`config.mk`:
```
export PLATFORM = sky130hd
export DESIGN_NAME = lif_array
export DESIGN_NICKNAME = d
export VERILOG_FILES = /design/src/rtl/lif_array.sv
export SDC_FILE = /design/constraint.sdc
export NUM_CORES = 1
export LEC_CHECK = 0
export ABC_AREA = 1
export BUFFER_PORTS_ARGS = -buffer_cell sky130_fd_sc_hd__buf_4
export CAP_MARGIN = 20
export CORE_MARGIN = 2
export CORE_UTILIZATION = 50
export CTS_CLUSTER_SIZE = 20
export DETAILED_ROUTE_END_ITERATION = 10
export PLACE_DENSITY = 0.8
export SYNTH_ARGS = -nofsm -noshare
export SYNTH_HDL_FRONTEND = slang
export SYNTH_SLANG_ARGS = --single-unit
```
`constraint.sdc`:
```
create_clock -name clk -period 4.8 [get_ports clk]
set_input_delay 0.72 -clock clk [delete_from_list [all_inputs] [get_ports clk]]
set_output_delay 0.72 -clock clk [all_outputs]
set_load 0.02 [all_outputs]
```
`src/rtl/lif_array.sv`:
```
// Array of leaky integrate-and-fire neurons with shift-based leak, shared threshold,
// selectable post-spike reset and per-neuron refractory period, advanced by step_en.
module lif_array #(
  parameter int unsigned NUM_NEURONS = 4,
  parameter int unsigned WIDTH       = 8,
  parameter int unsigned LEAK_SHIFT  = 1,
  parameter int unsigned REFRAC      = 2,
  parameter int unsigned SEL_W       = 2
) (
  input  logic                         clk,
  input  logic                         reset_n,
  input  logic                         step_en,
  input  logic [NUM_NEURONS*WIDTH-1:0] current,
  input  logic [WIDTH-1:0]             thresh,
  input  logic                         reset_mode,
  input  logic [SEL_W-1:0]             sel,
  output logic [NUM_NEURONS-1:0]       spike,
  output logic                         spike_any,
  output logic [WIDTH-1:0]             v_out
);

  localparam int unsigned CNT_W = (REFRAC > 0) ? $clog2(REFRAC + 1) : 1;

  logic [WIDTH-1:0]       v_q   [NUM_NEURONS];
  logic [WIDTH-1:0]       v_d   [NUM_NEURONS];
  logic [CNT_W-1:0]       cnt_q [NUM_NEURONS];
  logic [CNT_W-1:0]       cnt_d [NUM_NEURONS];
  logic [WIDTH:0]         sum_c [NUM_NEURONS];
  logic [WIDTH-1:0]       sat_c [NUM_NEURONS];
  logic [NUM_NEURONS-1:0] spike_q;
  logic [NUM_NEURONS-1:0] spike_d;
  logic                   spike_any_q;

  // Per-neuron next state: refractory hold, else leak+integrate with saturation and fire.
  always_comb begin
    for (int unsigned i = 0; i < NUM_NEURONS; i++) begin
      sum_c[i]   = ({1'b0, v_q[i]} - {1'b0, (v_q[i] >> LEAK_SHIFT)})
                 + {1'b0, current[i*WIDTH +: WIDTH]};
      sat_c[i]   = sum_c[i][WIDTH] ? {WIDTH{1'b1}} : sum_c[i][WIDTH-1:0];
      v_d[i]     = v_q[i];
      cnt_d[i]   = cnt_q[i];
      spike_d[i] = 1'b0;
      if (step_en) begin
        if (cnt_q[i] != '0) begin
          cnt_d[i] = cnt_q[i] - CNT_W'(1);
        end else if (sat_c[i] >= thresh) begin
          spike_d[i] = 1'b1;
          v_d[i]     = reset_mode ? (sat_c[i] - thresh) : '0;
          cnt_d[i]   = CNT_W'(REFRAC);
        end else begin
          v_d[i] = sat_c[i];
        end
      end
    end
  end

  always_ff @(posedge clk) begin
    if (!reset_n) begin
      for (int unsigned i = 0; i < NUM_NEURONS; i++) begin
        v_q[i]   <= '0;
        cnt_q[i] <= '0;
      end
      spike_q     <= '0;
      spike_any_q <= 1'b0;
    end else begin
      v_q         <= v_d;
      cnt_q       <= cnt_d;
      spike_q     <= spike_d;
      spike_any_q <= |spike_d;
    end
  end

  // Debug readout mux; out-of-range select reads zero.
  always_comb begin
    v_out = '0;
    for (int unsigned i = 0; i < NUM_NEURONS; i++) begin
      if (SEL_W'(i) == sel) v_out = v_q[i];
    end
  end

  assign spike     = spike_q;
  assign spike_any = spike_any_q;

endmodule

```
==> flow_summary.ini <==
[clock_tree]
cts.clk_slew.worst_paths_ns = 0.06
cts_htree_levels = 2
root_buffer = clkbuf_16
cts_resized = 0
hold_buffers = 0
cts_buffers = 5
postCtsSetupBuffers = 0
cts_tree = built
clkLatencyLatePin_ns = 0.30
max-clock-path-buffers = 2
cts.sinks = 45

[global_routing]
antenna_found_initial = 0
gr-total-overflow = 0
grt_max_degree = 31
gr-usage-all-layers_pct = 24.5
grt_pass1_vias = 5892
grt_pass1_wl_um = 26500

[sta]
finalHoldViolations = 0
fin_skew_ns = 0.00881
slew_headroom_pct = 54.2
setup_viol = 0
post-route-min-period_ns = 3.88
finalCritPeriodShare_pct = 80.8
setup_tns_ns = 0
fin_hold_ws_ns = 0.493
fmax_mhz = 258
slew_violations = 0
tightest_slew_ns = 0.686
rsz0062_at_grt = no

[worst_setup_path]
critPathCaptureType = flop
crit_fanout = 8
startpoint = current[17]
critPathRequiredTime_ns = 5.04
arrival_ns = 4.11
timing.rr.start = v_q[9]
path_class = in2reg
startpoint_type = primary input

[synthesis]
synthCells = 1018
ys_types = 25
yosys.area.top_type = nand2_1
synth_nets = 1176
yosys_warnings = 0
syn_avg_cell_area_sq_um = 6.23
synth_top_area_share_pct = 16.5
synth-main-ff-cell = dfxtp_1
syn_area_sq_mm = 0.00634
synth-edff-count = 0
synth.most_common_cell = nand2_1
synth-async-reset-ratio_pct = 0
synth_common_cells = nand2_1, inv_1, ha_1, a21oi_1, nor2_1
yosysSeqAreaShare_pct = 14.2
synthTopCellsByArea = nand2_1, ha_1, inv_1
ys_ff_latch = 45

[final_layout]
finalInstanceArea_sq_mm = 0.00712
layout-drive-gt1-share_pct = 8.44
syn_to_final_growth_pct = 12.4
fin_nets = 1235
antenna_cells = 0
final_util_pct = 56.9

[floorplan]
dieArea_sq_mm = 0.0136
initial_utilization_pct = 50.6
core.rowCount = 41
coreArea_sq_mm = 0.0125
die_y_um = 117
die_w_um = 117
ios = 59

[route]
drc = 0
dr.first_iter.drc_count = 359
drt_first_pass_iters = 5
ant_nets = 0
routed_wl_um = 15700
avgViaCountPerCell = 4.98
drt-wirelength-per-cell_um = 12.5
num_vias = 6230

[status]
status = finished, final reports clean

[placed_design]
post_dp_cell_area_sq_mm = 0.00696
gp_congestion = 0.984
hpwl_um = 12900
io_buffers = 58

[hold_path]
holdCritPathClass = reg2reg
hold_start = cnt_q[0]

[flow_run]
maxCapViolCount = 0
[registers in the layout, indices dropped and copies added (netlist names)]
| signal | cells |
|---|---|
| v_q | 32 |
| cnt_q | 8 |
| spike | 4 |
| spike_any | 1 |
[worst max-delay path: stages]
cell,delay (ns)
buf_4,0.08
inv_1,0.05
fa_1,0.52
fa_1,0.43
inv_1,0.08
nand2_1,0.07
nand2_1,0.11
nand3_1,0.11
nand2_1,0.08
nand2_1,0.08
nand2_4,0.11
inv_1,0.06
nor2_1,0.10
ha_1,0.15
inv_1,0.06
fa_1,0.39
nand2_1,0.10
nand3_1,0.10
nand2_1,0.11
nand2_2,0.12
inv_1,0.22
o21ai_0,0.14
a21oi_1,0.13
[metal layers]
layer | up-vias | GRT usage (%) | share of wire [%] | wire (um)
li1 | 3266 | - | - | -
met1 | 2793 | 31.0 | 45 | 6990
met2 | 139 | 42.1 | 47 | 7410
met3 | 32 | 3.89 | 4.8 | 760
met4 | 0 | 9.18 | 3.3 | 517
met5 | - | 0 | 0 | 0
[path summary, 6_finish.rpt]
path,endpoint,slack [ns],cells after the start
min reg2reg,cnt_q[0],0.49,2
max,v_q[8],0.92,23
min,cnt_q[0],0.49,2
max reg2reg,v_q[8],0.97,22
[cells in the final DEF (no fill, tap or decap), drive strengths merged]
cell	n
inv	244
nand3	63
ha	80
nor2	73
xnor2	6
or2	1
nand2	292
a21oi	80
o21a	8
nand3b	12
dfxtp	45
clkbuf	7
o22ai	7
a31oi	3
xor2	16
fa	32
buf	58
nand4	7
o21ai	42
clkinv	2
[per-stage QoR]
step	worst slack, ns	std cells
after floorplan	1.12	1018
after global placement	0.714	1242
after detailed placement	0.673	1242
after CTS	0.971	1250
after global routing	0.644	1250
final	0.924	1250
[logic make-up (layout without fill, tap and decap cells)]
| family | Yosys count | after routing | synth area share, % |
|---|---|---|---|
| buffers and inverters | 251 | 311 | 14.9 |
| DFF | 45 | 45 | 14.2 |
| AOI/OAI and AO/OA | 140 | 140 | 12.2 |
| and+or+nand+nor | 448 | 448 | 29.7 |
| xor gates and xnor gates | 22 | 22 | 3.04 |
| adders and majority gates | 112 | 112 | 25.9 |
[final cells by class]
| class | count | area (sq um) |
|---|---|---|
| clock buffer | 7 | 153 |
| clock inverter | 1 | 5.00 |
| fill | 1296 | 5400 |
| inverter | 245 | 920 |
| multi-input combinational | 722 | 4490 |
| sequential | 45 | 901 |
| tap | 172 | 215 |
| timing repair buffer | 58 | 435 |
Power is not shown: default switching activity piles up to over one toggle a cycle in this logic, so the estimate is an artifact.
